--- src/rtl/flash_word_packer_pkg.sv ---
// Shared definitions for the flash word packer: widths, pad byte, FSM states and
// the byte-pair packing helper.
package flash_word_packer_pkg;

  localparam int unsigned FLASH_CNT_W  = 14;
  localparam int unsigned FLASH_WORD_W = 16;
  localparam logic [7:0]  PAD_BYTE     = 8'h00;

  typedef enum logic [1:0] {
    StIdle    = 2'd0,
    StCollect = 2'd1,
    StFlush   = 2'd2,
    StFinish  = 2'd3
  } state_e;

  // Places the first-received byte in the low or high half of the word.
  function automatic logic [FLASH_WORD_W-1:0] pack_word(input logic [7:0] first_byte,
                                                        input logic [7:0] second_byte,
                                                        input logic       big_endian);
    pack_word = big_endian ? {first_byte, second_byte} : {second_byte, first_byte};
  endfunction

endpackage

--- src/rtl/flash_csum16.sv ---
// 16-bit running byte checksum: sum of zero-extended bytes, wrapping modulo 2**16.
module flash_csum16
  import flash_word_packer_pkg::*;
(
  input  logic                    clk,
  input  logic                    reset,
  input  logic                    clear,
  input  logic                    en,
  input  logic [7:0]              data,
  output logic [FLASH_WORD_W-1:0] sum
);

  logic [FLASH_WORD_W-1:0] sum_q;

  // Accumulator: clear wins over a same-cycle byte.
  always_ff @(posedge clk) begin
    if (reset) begin
      sum_q <= '0;
    end else if (clear) begin
      sum_q <= '0;
    end else if (en) begin
      sum_q <= sum_q + {{(FLASH_WORD_W-8){1'b0}}, data};
    end
  end

  assign sum = sum_q;

endmodule

--- src/rtl/flash_word_packer.sv ---
// Packs the flash reader's byte stream into 16-bit words written to a 256x16 EBR.
// Optional checksum enabled by defining FLASH_PACKER_CSUM_EN; otherwise csum is 0.
module flash_word_packer
  import flash_word_packer_pkg::*;
#(
  parameter int unsigned ADDR_W     = 8,
  parameter bit          BIG_ENDIAN = 1'b0
) (
  input  logic                    clk,
  input  logic                    reset,
  input  logic                    start,
  input  logic [FLASH_CNT_W-1:0]  byte_count,
  input  logic [ADDR_W-1:0]       wr_base,
  input  logic [7:0]              data,
  input  logic                    data_valid,
  output logic                    ram_we,
  output logic [ADDR_W-1:0]       ram_addr,
  output logic [FLASH_WORD_W-1:0] ram_wdata,
  output logic                    busy,
  output logic                    done,
  output logic                    stray,
  output logic [FLASH_WORD_W-1:0] csum
);

  state_e                  state_q, state_d;
  logic [FLASH_CNT_W-1:0]  total_q, total_d;
  logic [FLASH_CNT_W-1:0]  cnt_q, cnt_d;
  logic [FLASH_CNT_W-1:0]  cnt_inc;
  logic [ADDR_W-1:0]       base_q, base_d;
  logic [ADDR_W-1:0]       word_idx_q, word_idx_d;
  logic [7:0]              half_q, half_d;
  logic                    we_q, we_d;
  logic [ADDR_W-1:0]       addr_q, addr_d;
  logic [FLASH_WORD_W-1:0] wdata_q, wdata_d;
  logic                    stray_q, stray_d;
  logic                    accept;
  logic                    start_ok;

  assign cnt_inc  = cnt_q + FLASH_CNT_W'(1);
  assign start_ok = start && (state_q == StIdle);

  // State and datapath registers; write port outputs hold between writes.
  always_ff @(posedge clk) begin
    if (reset) begin
      state_q    <= StIdle;
      total_q    <= '0;
      cnt_q      <= '0;
      base_q     <= '0;
      word_idx_q <= '0;
      half_q     <= '0;
      we_q       <= 1'b0;
      addr_q     <= '0;
      wdata_q    <= '0;
      stray_q    <= 1'b0;
    end else begin
      state_q    <= state_d;
      total_q    <= total_d;
      cnt_q      <= cnt_d;
      base_q     <= base_d;
      word_idx_q <= word_idx_d;
      half_q     <= half_d;
      we_q       <= we_d;
      addr_q     <= addr_d;
      wdata_q    <= wdata_d;
      stray_q    <= stray_d;
    end
  end

  // Next-state: byte collection, word assembly and write scheduling.
  always_comb begin
    state_d    = state_q;
    total_d    = total_q;
    cnt_d      = cnt_q;
    base_d     = base_q;
    word_idx_d = word_idx_q;
    half_d     = half_q;
    we_d       = 1'b0;
    addr_d     = addr_q;
    wdata_d    = wdata_q;
    stray_d    = stray_q;
    accept     = 1'b0;

    unique case (state_q)
      StIdle: begin
        if (start) begin
          // A byte arriving with start is dropped without flagging stray.
          total_d    = byte_count;
          base_d     = wr_base;
          cnt_d      = '0;
          word_idx_d = '0;
          stray_d    = 1'b0;
          state_d    = (byte_count == '0) ? StFinish : StCollect;
        end else if (data_valid) begin
          stray_d = 1'b1;
        end
      end
      StCollect: begin
        if (cnt_q == total_q) begin
          // Final even word is on the write port this cycle.
          state_d = StFinish;
        end else if (data_valid) begin
          accept = 1'b1;
          cnt_d  = cnt_inc;
          if (!cnt_q[0]) begin
            half_d = data;
            if (cnt_inc == total_q) begin
              we_d       = 1'b1;
              addr_d     = base_q + word_idx_q;
              wdata_d    = pack_word(data, PAD_BYTE, BIG_ENDIAN);
              word_idx_d = word_idx_q + ADDR_W'(1);
              state_d    = StFlush;
            end
          end else begin
            we_d       = 1'b1;
            addr_d     = base_q + word_idx_q;
            wdata_d    = pack_word(half_q, data, BIG_ENDIAN);
            word_idx_d = word_idx_q + ADDR_W'(1);
          end
        end
      end
      StFlush: begin
        state_d = StFinish;
      end
      StFinish: begin
        state_d = StIdle;
        if (data_valid) begin
          stray_d = 1'b1;
        end
      end
      default: begin
        state_d = StIdle;
      end
    endcase
  end

  assign ram_we    = we_q;
  assign ram_addr  = addr_q;
  assign ram_wdata = wdata_q;
  assign busy      = (state_q != StIdle);
  assign done      = (state_q == StFinish);
  assign stray     = stray_q;

`ifdef FLASH_PACKER_CSUM_EN
  flash_csum16 u_csum (
    .clk   (clk),
    .reset (reset),
    .clear (start_ok),
    .en    (accept),
    .data  (data),
    .sum   (csum)
  );
`else
  logic unused_csum;
  assign unused_csum = ^{start_ok, accept};
  assign csum        = '0;
`endif

endmodule

--- config.mk ---
export PLATFORM = sky130hd
export DESIGN_NAME = flash_word_packer
export DESIGN_NICKNAME = d
export VERILOG_FILES = /design/src/rtl/flash_word_packer_pkg.sv /design/src/rtl/flash_csum16.sv /design/src/rtl/flash_word_packer.sv
export SDC_FILE = /design/constraint.sdc
export NUM_CORES = 1
export LEC_CHECK = 0
export CAP_MARGIN = 20
export CORE_MARGIN = 1
export CORE_UTILIZATION = 58
export CTS_CLUSTER_DIAMETER = 120
export CTS_CLUSTER_SIZE = 14
export DETAILED_ROUTE_END_ITERATION = 12
export GPL_TIMING_DRIVEN = 0
export HOLD_SLACK_MARGIN = 0.05
export MAX_ROUTING_LAYER = met4
export PLACE_DENSITY = 0.86
export REMOVE_ABC_BUFFERS = 1
export SLEW_MARGIN = 40
export SYNTH_ARGS = -nofsm -noshare
export SYNTH_HDL_FRONTEND = slang
export SYNTH_SLANG_ARGS = --single-unit
--- constraint.sdc ---
create_clock -name clk -period 4.8 [get_ports clk]
set_clock_uncertainty 0.05 [all_clocks]
set_input_delay 0.96 -clock clk [delete_from_list [all_inputs] [get_ports clk]]
set_output_delay 0.96 -clock clk [all_outputs]
set_load 0.05 [all_outputs]
Word-level counts from Yosys, hierarchy flattened
Cells that the tools add are included.
{"block": "word_totals", "reg_bits": 80, "elab_cells": 68}
{"block": "classes", "n_addsub": 3, "n_mux": 26, "n_bitwise": 4, "eq_ne": 12, "reduce_logical": 13}
{"operator": "two-way mux 8 bit", "n": 7}
{"operator": "two-way mux 14 bit", "n": 3}
{"operator": "two-way mux 16 bit", "n": 2}
{"operator": "== test 14 bit", "n": 2}
{"operator": "one-hot mux 14 bit (2 select lines)", "n": 1}
{"operator": "one-hot mux 8 bit (2 select lines)", "n": 1}
{"operator": "AND reduction 4 bit", "n": 4}
{"operator": "adder 14 x 1 -> 14 bit, second input constant", "n": 1}
{"operator": "logical NOT 14 bit", "n": 1}
{"operator": "two-way mux 2 bit", "n": 6}
{"operator": "!= test 3 bit, second input constant", "n": 4}
{"operator": "adder 8 x 1 -> 8 bit, second input constant", "n": 1}
{"operator": "adder 8 bit", "n": 1}
{"operator": "one-hot mux 2 bit (4 select lines)", "n": 1}
{"operator": "nonzero test 2 bit", "n": 4}
{"operator": "!= test 2 bit, second input constant", "n": 3}
{"operator": "AND reduction 5 bit", "n": 1}
{"operator": "== test 2 bit, second input constant", "n": 2}
{"operator": "two-way mux 1 bit", "n": 4}
{"operator": "inverter 1 bit", "n": 4}
{"operator": "OR reduction 4 bit", "n": 1}
{"operator": "== test 2 x 1 -> 1 bit, second input constant", "n": 1}
{"operator": "logical NOT 2 bit", "n": 1}
{"operator": "one-hot mux 1 bit (2 select lines)", "n": 1}
{"operator": "AND reduction 2 bit", "n": 1}

Logic depth before layout (Yosys ltp)
{"block": "depth", "ltp_word": 7, "mapped_depth": 11}

Least setup slack after synthesis
No wires, ideal clock.
{"block": "synth_timing", "path_type": "flip-flop to flip-flop", "from": "register cnt_q[0]", "to": "register word_idx_q[7]", "arrival_ns": 2.793, "required_time_ns": 4.620, "slack_ns": 1.827, "path_stages_with_launch": 10, "path_cell_list": "dfxtp_1 -> ha_1 -> buf_4 -> o21ba_2 -> a221oi_1 -> o211ai_1 -> or4_4 -> o41a_4 -> o41ai_1 -> a21oi_1"}
{"block": "synth_via", "elab_chain_cells": 4, "word_cells_on_any_way": 10, "classes_between": "1 x add/sub; 4 x eq/ne; 4 x mux; 1 x reduce/logical"}
{"element": "start: declaration", "line_no": "flash_word_packer.sv:27", "text": "logic [FLASH_CNT_W-1:0] cnt_q, cnt_d;"}
{"element": "start signal: assignment", "line_no": "flash_word_packer.sv:58", "text": "cnt_q <= cnt_d;"}
{"element": "adder 14 x 1 -> 14 bit / two-way mux 8 bit (equally long branches)", "line_no": "flash_word_packer.sv:39, flash_word_packer.sv:104"}
{"element": "== test 14 bit / two-way mux 8 bit (equally long branches)", "line_no": "flash_word_packer.sv:106, flash_word_packer.sv:101"}
{"element": "!= test 3 bit (no line) / two-way mux 8 bit (equally long branches)"}
{"element": "AND reduction 5 bit (no line) / one-hot mux 8 bit (2 select lines) (equally long branches)"}
{"element": "end signal: assignment", "line_no": "flash_word_packer.sv:60", "text": "word_idx_q <= word_idx_d;"}
{"element": "end: declaration", "line_no": "flash_word_packer.sv:30", "text": "logic [ADDR_W-1:0] word_idx_q, word_idx_d;"}
Several ways; a longest one is shown, not always the timed one. The select of a mux whose other input is x is not followed.
A chain may end at the register's enable or synchronous reset.

Worst setup path in the final report
{"block": "layout_timing", "from": "register cnt_q[0]", "to": "register wdata_q[2] (netlist: ram_wdata[2])"}
{"block": "layout_via", "elab_chain_cells": 4, "word_cells_on_any_way": 7, "classes_between": "1 x add/sub; 2 x eq/ne; 1 x mux; 1 x bitwise; 2 x reduce/logical"}
{"element": "adder 14 x 1 -> 14 bit", "line_no": "flash_word_packer.sv:39", "text": "assign cnt_inc = cnt_q + FLASH_CNT_W'(1);"}
{"element": "== test 14 bit", "line_no": "flash_word_packer.sv:106", "text": "if (cnt_inc == total_q) begin"}
{"element": "nonzero test 2 bit (no line)"}
{"element": "AND reduction 4 bit (no line)"}
{"element": "end signal: assignment", "line_no": "flash_word_packer.sv:64", "text": "wdata_q <= wdata_d;"}
{"element": "end: declaration", "line_no": "flash_word_packer.sv:34", "text": "logic [FLASH_WORD_W-1:0] wdata_q, wdata_d;"}
Several ways; a longest one is shown, not always the timed one.

==> qor.log <==
[pwr] share of power burned in the clock network 26.5%
[routing] DR pass1 iterations 5
[logic_synthesis] Area contributors post-synth sky130_fd_sc_hd__dfxtp_1 (35%), sky130_fd_sc_hd__a21oi_1 (7.5%), sky130_fd_sc_hd__nand2_1 (6.0%)
[global_route] grt ovf 0
[critical_path] kind of cell with the highest combined delay on the critical path compound AO/OA/AOI/OAI gates
[die] starting density of the core 61.4%
[global_route] number of global-route vias before repair 3,901
[pwr] relative contribution of combinational cells to total power 37.1%
[clock_tree] post-cts sizing count 0
[status] status completed
[routing] Post-DRT Antenna Nets 0
[layout] final layout net count 639
[critical_path] critical path endpoint category flop
[clock_tree] total of hold buffers inserted after clock tree synthesis 0
[clock_tree] CTS tree yes
[placement] IO buf count 61
[routing] number of vias per cell after detailed routing 6.03
[die] number of I/O pins 78
[clock_tree] post-CTS setup-driven buffer insertion count 0
[logic_synthesis] post-synthesis cell area 4550 um^2
[sta] setup repair after global routing missed its margin no
[placement] final weighted congestion in routability-driven placement 0.895
[die] Core Rows 31
[critical_path] Crit path arrival time 4.35 ns
[hold_path] Hold Path Origin base_q[0]
[critical_path] Worst path max stage delay 0.81 ns
[global_route] antenna violations before repair 0
[die] die footprint 8200 um^2
[sta] clock period minus final worst setup slack 4.13 ns
[global_route] pin count of the biggest net entering global routing 51
[layout] number of fill cells in the layout 577
[run] number of maximum-capacitance violations 0
[routing] Post-Route WL 11.2 mm
[critical_path] Worst Path Max Fanout 34
[routing] WL/cell 16.1 um
[clock_tree] insertion delay of the later-clocked pin in the worst-skew pair 0.36 ns
[critical_path] destination of the worst register-to-register timing path ram_wdata[2]
[critical_path] worst reg2reg path depth 10
[clock_tree] number of clock sinks seen by CTS 80
[die] Core Footprint 7410 um^2
[global_route] global-route wire length before repair 18.9 mm
[logic_synthesis] post-synthesis cell type with the largest combined area sky130_fd_sc_hd__dfxtp_1
[sta] fraction of the cycle the final worst path needs 86.0%
[sta] Final Max Tran Viols 0
[routing] number of vias in the routed layout 4,189
[logic_synthesis] Async SR Flop Fraction 0%
[critical_path] R2R Setup Slk 0.67 ns
[layout] ant diodes 0
[critical_path] master of the slowest instance on the critical path sky130_fd_sc_hd__dfxtp_2
[hold_path] number of cells traversed by the worst hold path 2
[logic_synthesis] Post-synth EDFFs 0
[logic_synthesis] distinct cell type count after synthesis 62
[placement] post-place setup slack 0.711 ns
[logic_synthesis] count of mapped cells out of synthesis 553
[critical_path] category of the critical setup timing path flop to flop
[sta] setup violation total in the final timing report 0
[sta] Hold Fails Final Rpt 0
[layout] signed area change from the synthesized netlist to the final layout 17.1%
[routing] DRC viols 0
[logic_synthesis] fraction of the yosys area taken by sequential cells 35.2%
[pwr] Sw Pwr 914 uW
[die] horizontal die dimension 90.6 um
[critical_path] cell type with the highest occurrence count on the critical path sky130_fd_sc_hd__buf_4
[layout] share of cells above drive strength 1 7.38%
[clock_tree] CTS H-tree depth 3
[sta] worst slew margin relative to its limit 45.4%
[critical_path] CP Data Required Time 5.02 ns
[layout] design area 5320 um^2
[layout] final design utilization 71.9%
[die] die outline height 90.6 um
[critical_path] CP Cell Sequence ha_1 > nand3_1 > o31ai_1 > o211ai_1 > or4_4 > o41ai_4 > buf_4 > buf_4 > a21oi_1 > a311oi_2
[global_route] Tot GR Track Use 29.0%
[logic_synthesis] top flip-flop cell by instance count after synthesis sky130_fd_sc_hd__dfxtp_1
[critical_path] startpoint of the worst register-to-register path cnt_q[0]
[pwr] register share of total power 36.4%
[pwr] total power per unit cell area 418 nW/um^2
[hold_path] type of the most critical hold path flop to flop
[logic_synthesis] share of the synthesized area in the top cell type 35.2%
[sta] Tightest Pin Transition 0.816 ns
[routing] initial detailed-routing violation count 280
[clock_tree] clock buffer count from CTS 9
[placement] placed cell areas 5090 um^2
[pwr] internal portion of total power 1310 uW
[sta] Max Clk Rate 242 MHz
[clock_tree] clk buf depth 2
[clock_tree] clock transition time at the flip-flop clock pins of the worst setup and hold paths 0.09 ns
[hold_path] Hold Crit Endpoint base_q[0]
[sta] worst setup slack after layout 0.671 ns
[pwr] static leakage 0.00188 uW
[critical_path] number of buffer and inverter stages on the critical path 2
[logic_synthesis] number of flip-flops and latches in the synthesized netlist 80
[logic_synthesis] average cell area after synthesis 8.22 um^2
[placement] post-detail-place hpwl 7.72 mm
[clock_tree] cell chosen for the clock root sky130_fd_sc_hd__clkbuf_8
[pwr] peak supply drop 0.438 mV
[critical_path] startpoint type of the worst setup path flop
[pwr] switching power share of the total 41.1%
[logic_synthesis] Synth warnings 0
[state kept, by name, indices dropped and copies added (netlist names)]
register / cells
half_q: 8
ram_wdata: 16
cnt_q: 14
total_q: 14
ram_addr: 8
state_q: 2
stray: 1
word_idx_q: 8
base_q: 8
ram_we: 1
[power groups by stage]
| stage | Sequential (uW) | Combinational [uW] | Clock, uW |
|---|---|---|---|
| final | 809 | 826 | 589 |
| after global routing | 819 | 901 | 617 |
| after CTS | 808 | 817 | 589 |
| after detailed placement | 823 | 811 | 0 |
| after global placement | 819 | 771 | 0 |
| after floorplan | 840 | 525 | 0 |
[how the worst max path moves through the flow]
| stage | startpoint | end | slack [ns] | cells past startpoint |
|---|---|---|---|---|
| after floorplan | cnt_q[0] | word_idx_q[5] | 0.47 | 8 |
| after global placement | cnt_q[0] | word_idx_q[5] | -0.68 | 8 |
| after detailed placement | cnt_q[0] | ram_wdata[2] | 0.71 | 10 |
| after CTS | cnt_q[0] | ram_wdata[6] | 0.67 | 10 |
| after global routing | cnt_q[0] | ram_wdata[5] | 0.41 | 10 |
| final | cnt_q[0] | ram_wdata[2] | 0.67 | 10 |
[worst reg2reg max path, stage by stage, from the launching register on]
cell and delay (ns):
sky130_fd_sc_hd__dfxtp_2 0.81, sky130_fd_sc_hd__ha_1 0.45, sky130_fd_sc_hd__nand3_1 0.31, sky130_fd_sc_hd__o31ai_1 0.33
sky130_fd_sc_hd__o211ai_1 0.15, sky130_fd_sc_hd__or4_4 0.61, sky130_fd_sc_hd__o41ai_4 0.53, sky130_fd_sc_hd__buf_4 0.26
sky130_fd_sc_hd__buf_4 0.17, sky130_fd_sc_hd__a21oi_1 0.08, sky130_fd_sc_hd__a311oi_2 0.29
[cell usage after synthesis (2+ instances only)]
| master | instances |
|---|---|
| sky130_fd_sc_hd__o2111ai_1 | 2 |
| sky130_fd_sc_hd__clkbuf_1 | 24 |
| sky130_fd_sc_hd__or4_1 | 4 |
| sky130_fd_sc_hd__nand4_1 | 7 |
| sky130_fd_sc_hd__a21oi_1 | 68 |
| sky130_fd_sc_hd__nand2_1 | 73 |
| sky130_fd_sc_hd__nand2b_1 | 4 |
| sky130_fd_sc_hd__dfxtp_1 | 80 |
| sky130_fd_sc_hd__and2_1 | 4 |
| sky130_fd_sc_hd__xor2_1 | 19 |
| sky130_fd_sc_hd__nor2b_1 | 2 |
| sky130_fd_sc_hd__and3_1 | 6 |
| sky130_fd_sc_hd__buf_6 | 2 |
| sky130_fd_sc_hd__o211ai_1 | 3 |
| sky130_fd_sc_hd__o221ai_1 | 5 |
| sky130_fd_sc_hd__a211oi_1 | 4 |
| sky130_fd_sc_hd__nand4b_1 | 5 |
| sky130_fd_sc_hd__nor4b_1 | 3 |
| sky130_fd_sc_hd__o21bai_1 | 4 |
| sky130_fd_sc_hd__nor3_1 | 8 |
| sky130_fd_sc_hd__a21o_1 | 2 |
| sky130_fd_sc_hd__a221oi_1 | 2 |
| sky130_fd_sc_hd__nand3_1 | 24 |
| sky130_fd_sc_hd__inv_1 | 18 |
| sky130_fd_sc_hd__nor3b_1 | 2 |
| sky130_fd_sc_hd__a31oi_1 | 2 |
| sky130_fd_sc_hd__o31ai_1 | 2 |
| sky130_fd_sc_hd__ha_1 | 13 |
| sky130_fd_sc_hd__o21ai_0 | 36 |
| sky130_fd_sc_hd__and4_1 | 3 |
| sky130_fd_sc_hd__or3_1 | 4 |
| sky130_fd_sc_hd__o22ai_1 | 3 |
| sky130_fd_sc_hd__nor4_1 | 8 |
| sky130_fd_sc_hd__a311oi_2 | 9 |
| sky130_fd_sc_hd__mux2i_1 | 10 |
| sky130_fd_sc_hd__buf_2 | 4 |
| sky130_fd_sc_hd__nor2_1 | 22 |
| sky130_fd_sc_hd__xnor2_1 | 15 |
| sky130_fd_sc_hd__buf_4 | 21 |
| sky130_fd_sc_hd__buf_1 | 3 |
| sky130_fd_sc_hd__a21boi_0 | 2 |
[area by class of cell]
class	instances	area, um^2	share of cell area, %
Inverter	18	67.6	1.27
Sequential cell	80	1600	30.1
Clock buffer	9	124	2.33
Clock inverter	7	109	2.04
Timing Repair Buffer	66	658	12.4
Tap cell	99	124	2.33
Multi-Input combinational cell	416	2640	49.6
[layout by cell type, fill, tap and decap left out, types with 5 or more instances in the layout]
master | netlist | layout
sky130_fd_sc_hd__dfxtp_1 | 80 | 79
sky130_fd_sc_hd__nand2_1 | 73 | 72
sky130_fd_sc_hd__a21oi_1 | 68 | 68
sky130_fd_sc_hd__clkdlybuf4s50_1 | 0 | 60
sky130_fd_sc_hd__o21ai_0 | 36 | 36
sky130_fd_sc_hd__nand3_1 | 24 | 24
sky130_fd_sc_hd__nor2_1 | 22 | 22
sky130_fd_sc_hd__xor2_1 | 19 | 19
sky130_fd_sc_hd__inv_1 | 18 | 18
sky130_fd_sc_hd__conb_1 | 1 | 16
sky130_fd_sc_hd__xnor2_1 | 15 | 15
sky130_fd_sc_hd__ha_1 | 13 | 13
sky130_fd_sc_hd__mux2i_1 | 10 | 10
sky130_fd_sc_hd__a311oi_2 | 9 | 9
sky130_fd_sc_hd__clkbuf_8 | 0 | 9
sky130_fd_sc_hd__nor4_1 | 8 | 8
sky130_fd_sc_hd__nor3_1 | 8 | 8
sky130_fd_sc_hd__nand4_1 | 7 | 7
sky130_fd_sc_hd__and3_1 | 6 | 6
sky130_fd_sc_hd__nand4b_1 | 5 | 5
sky130_fd_sc_hd__o221ai_1 | 5 | 5
sky130_fd_sc_hd__buf_4 | 21 | 5
[routing by layer]
layer,GRT usage [%],wire length [um]
met1,37.7,5000
met2,46.3,5260
met3,4.88,802
met4,8.47,123
met5,-,0
[metrics by stage]
stage	total power, uW	TNS [ns]	instances	hold WS (ns)
global route	2340	0	695	0.437
global placement	1590	-12.30	674	0.404
CTS	2210	0	695	0.424
finish	2220	0	695	0.421
floorplan	1360	0	514	0.385
detailed placement	1630	0	679	0.407
[kinds of logic after synthesis]
| kind of cell | synth area share, % |
|---|---|
| adder cells (fa/ha/maj) | 4.02 |
| AND/OR/NAND/NOR | 20.8 |
| other | 0.0825 |
| XOR/XNOR | 6.91 |
| AO/OA/AOI/OAI | 22.7 |
| multiplexers | 2.20 |
| flip-flops | 35.2 |
| buffers and inverters | 8.12 |
Note: power is estimated with default switching activity, not from simulation.
==> variant, RTL diff (config.mk and constraints unchanged) <==
Change the parameter `ADDR_W` from 8 to 9.
--- a/src/rtl/flash_word_packer.sv
+++ b/src/rtl/flash_word_packer.sv
@@ -5,3 +5,3 @@
 #(
-  parameter int unsigned ADDR_W     = 8,
+  parameter int unsigned ADDR_W     = 9,
   parameter bit          BIG_ENDIAN = 1'b0
Ports: changed (resized ram_addr and wr_base); port bits go from 78 to 80. The function was not compared with the original's and may differ.
==> variant against the unedited design <==
- first-iteration DRC count decreased by 19%
- total power shrank 6.2%
- worst setup slack better by 680 ps
- sequential cell count is 3 higher
- routed wire length is 6.5% lower
- maximum frequency rose by 20%
- synthesized area shrank 3.2%
- cell area decreased by 2.7%
- critical path type unchanged
- critical endpoint is now word_idx_q[8]$_SDFFE_PP0P_
- largest power group is now registers
==> variant: results (changes against the unedited design) <==
[metrics] Port Buf Inserts: 63 (+3.3%)
[metrics] post-detailed-placement half-perimeter wirelength: 7180 µm (-7.0%)
[metrics] top area cells in the synthesized netlist: dfxtp_1 38%, a21oi_1 8.0%, nand2_1 7.0%, ha_1 4.0%, o21ai_0 4.0%
[metrics] critical path data arrival time: 3700 ps (-650 ps)
[metrics] Worst R2R Setup Slack: 1350 ps (+680 ps)
[metrics] final layout net count: 635 (-0.63%)
[metrics] iteration-0 DRC count of the detailed router: 227 (-19%)
[metrics] worst r2r path cells: 8 (-2)
[metrics] mean number of vias per cell: 5.84 (-3.1%)
[metrics] Static Leak: 1.85 nW (-1.4%)
[metrics] endpoint of the lowest-slack register-to-register path: word_idx_q[8]$_SDFFE_PP0P_
[metrics] top cell types by occurrence after synthesis: 83 x dfxtp_1, 82 x nand2_1, 70 x a21oi_1
[metrics] fraction of synthesized area in multiplexers: 2.05% (-0.15 points)
[metrics] slew margin rel.: 42.6% (-2.9 points)
[metrics] RePlAce Congestion: 0.897 (+0.29%)
[metrics] Cell variety after synth: 63 (+1.6%)
[metrics] vias in the first global route: 3616 (-7.3%)
[metrics] Post-Place Setup Slack: 1150 ps (+441 ps)
[metrics] launch instance of the worst min-delay path: base_q[8]$_SDFFE_PP0P_
[metrics] largest vdd supply drop: 445 µV (+1.5%)
[metrics] result of the run: completed
[metrics] DR WL/cell: 15.2 µm (-5.7%)
[metrics] time the worst path needs with I/O delays and setup: 3450 ps (-680 ps)
[metrics] share of synthesized cell area in full adder, half adder and majority cells: 4.43% (+0.42 points)
[metrics] Min-Delay Endpoint: base_q[8]$_SDFFE_PP0P_
[variant: through the flow]
step	total power, W	cells	util [%]	TNS [ps]
finish	0.00209	689	71.0	0
CTS	0.00208	689	71.0	0
detailed placement	0.00159	673	68.4	0
global placement	0.00155	671	67.8	-21.3
floorplan	0.00134	509	-	0
global route	0.00220	689	71.0	0
[variant: area by class of cell]
| class | instances | area share, % |
|---|---|---|
| Clock inverter | 7 | 1.26 |
| Timing Repair Buffer | 65 | 12.7 |
| Sequential cell | 83 | 32.1 |
| Inverter | 17 | 1.23 |
| Multi-Input combinational cell | 409 | 48.0 |
| Tap cell | 99 | 2.39 |
| Clock buffer | 9 | 2.39 |
[variant: power breakdown]
| group | total (W) | switching (W) | internal (W) |
|---|---|---|---|
| combinational | 0.000761 | 0.000514 | 0.000248 |
| clock | 0.000496 | 0.000293 | 0.000203 |
| sequential | 0.000829 | 0.0000730 | 0.000756 |
| total | 0.00209 | 0.000880 | 0.00121 |
[variant: cells by family after synthesis]
| group | after synthesis |
|---|---|
| muxes | 9 |
| AOI/OAI and AO/OA | 157 |
| xor gates and xnor gates | 32 |
| and+or+nand+nor | 180 |
| buffers and inverters | 67 |
| other | 1 |
| DFF | 83 |
| adders and majority gates | 15 |
[variant: per-layer routing]
| layer | global-route usage, % | share of wire, % | wire length, µm |
|---|---|---|---|
| met1 | 34.6 | 45 | 4690 |
| met2 | 46.4 | 50 | 5180 |
| met3 | 6.00 | 4.3 | 445 |
| met4 | 8.23 | 1.3 | 138 |
| met5 | - | 0 | 0 |
[variant: worst max-delay path, stage by stage (launching register included)]
cell and delay, ps:
dfxtp_2 740, ha_1 490, and3_1 240, nand3_1 80, a2bb2oi_1 160, nor4_2 500
a31oi_4 380, or4_1 600, a21oi_1 150
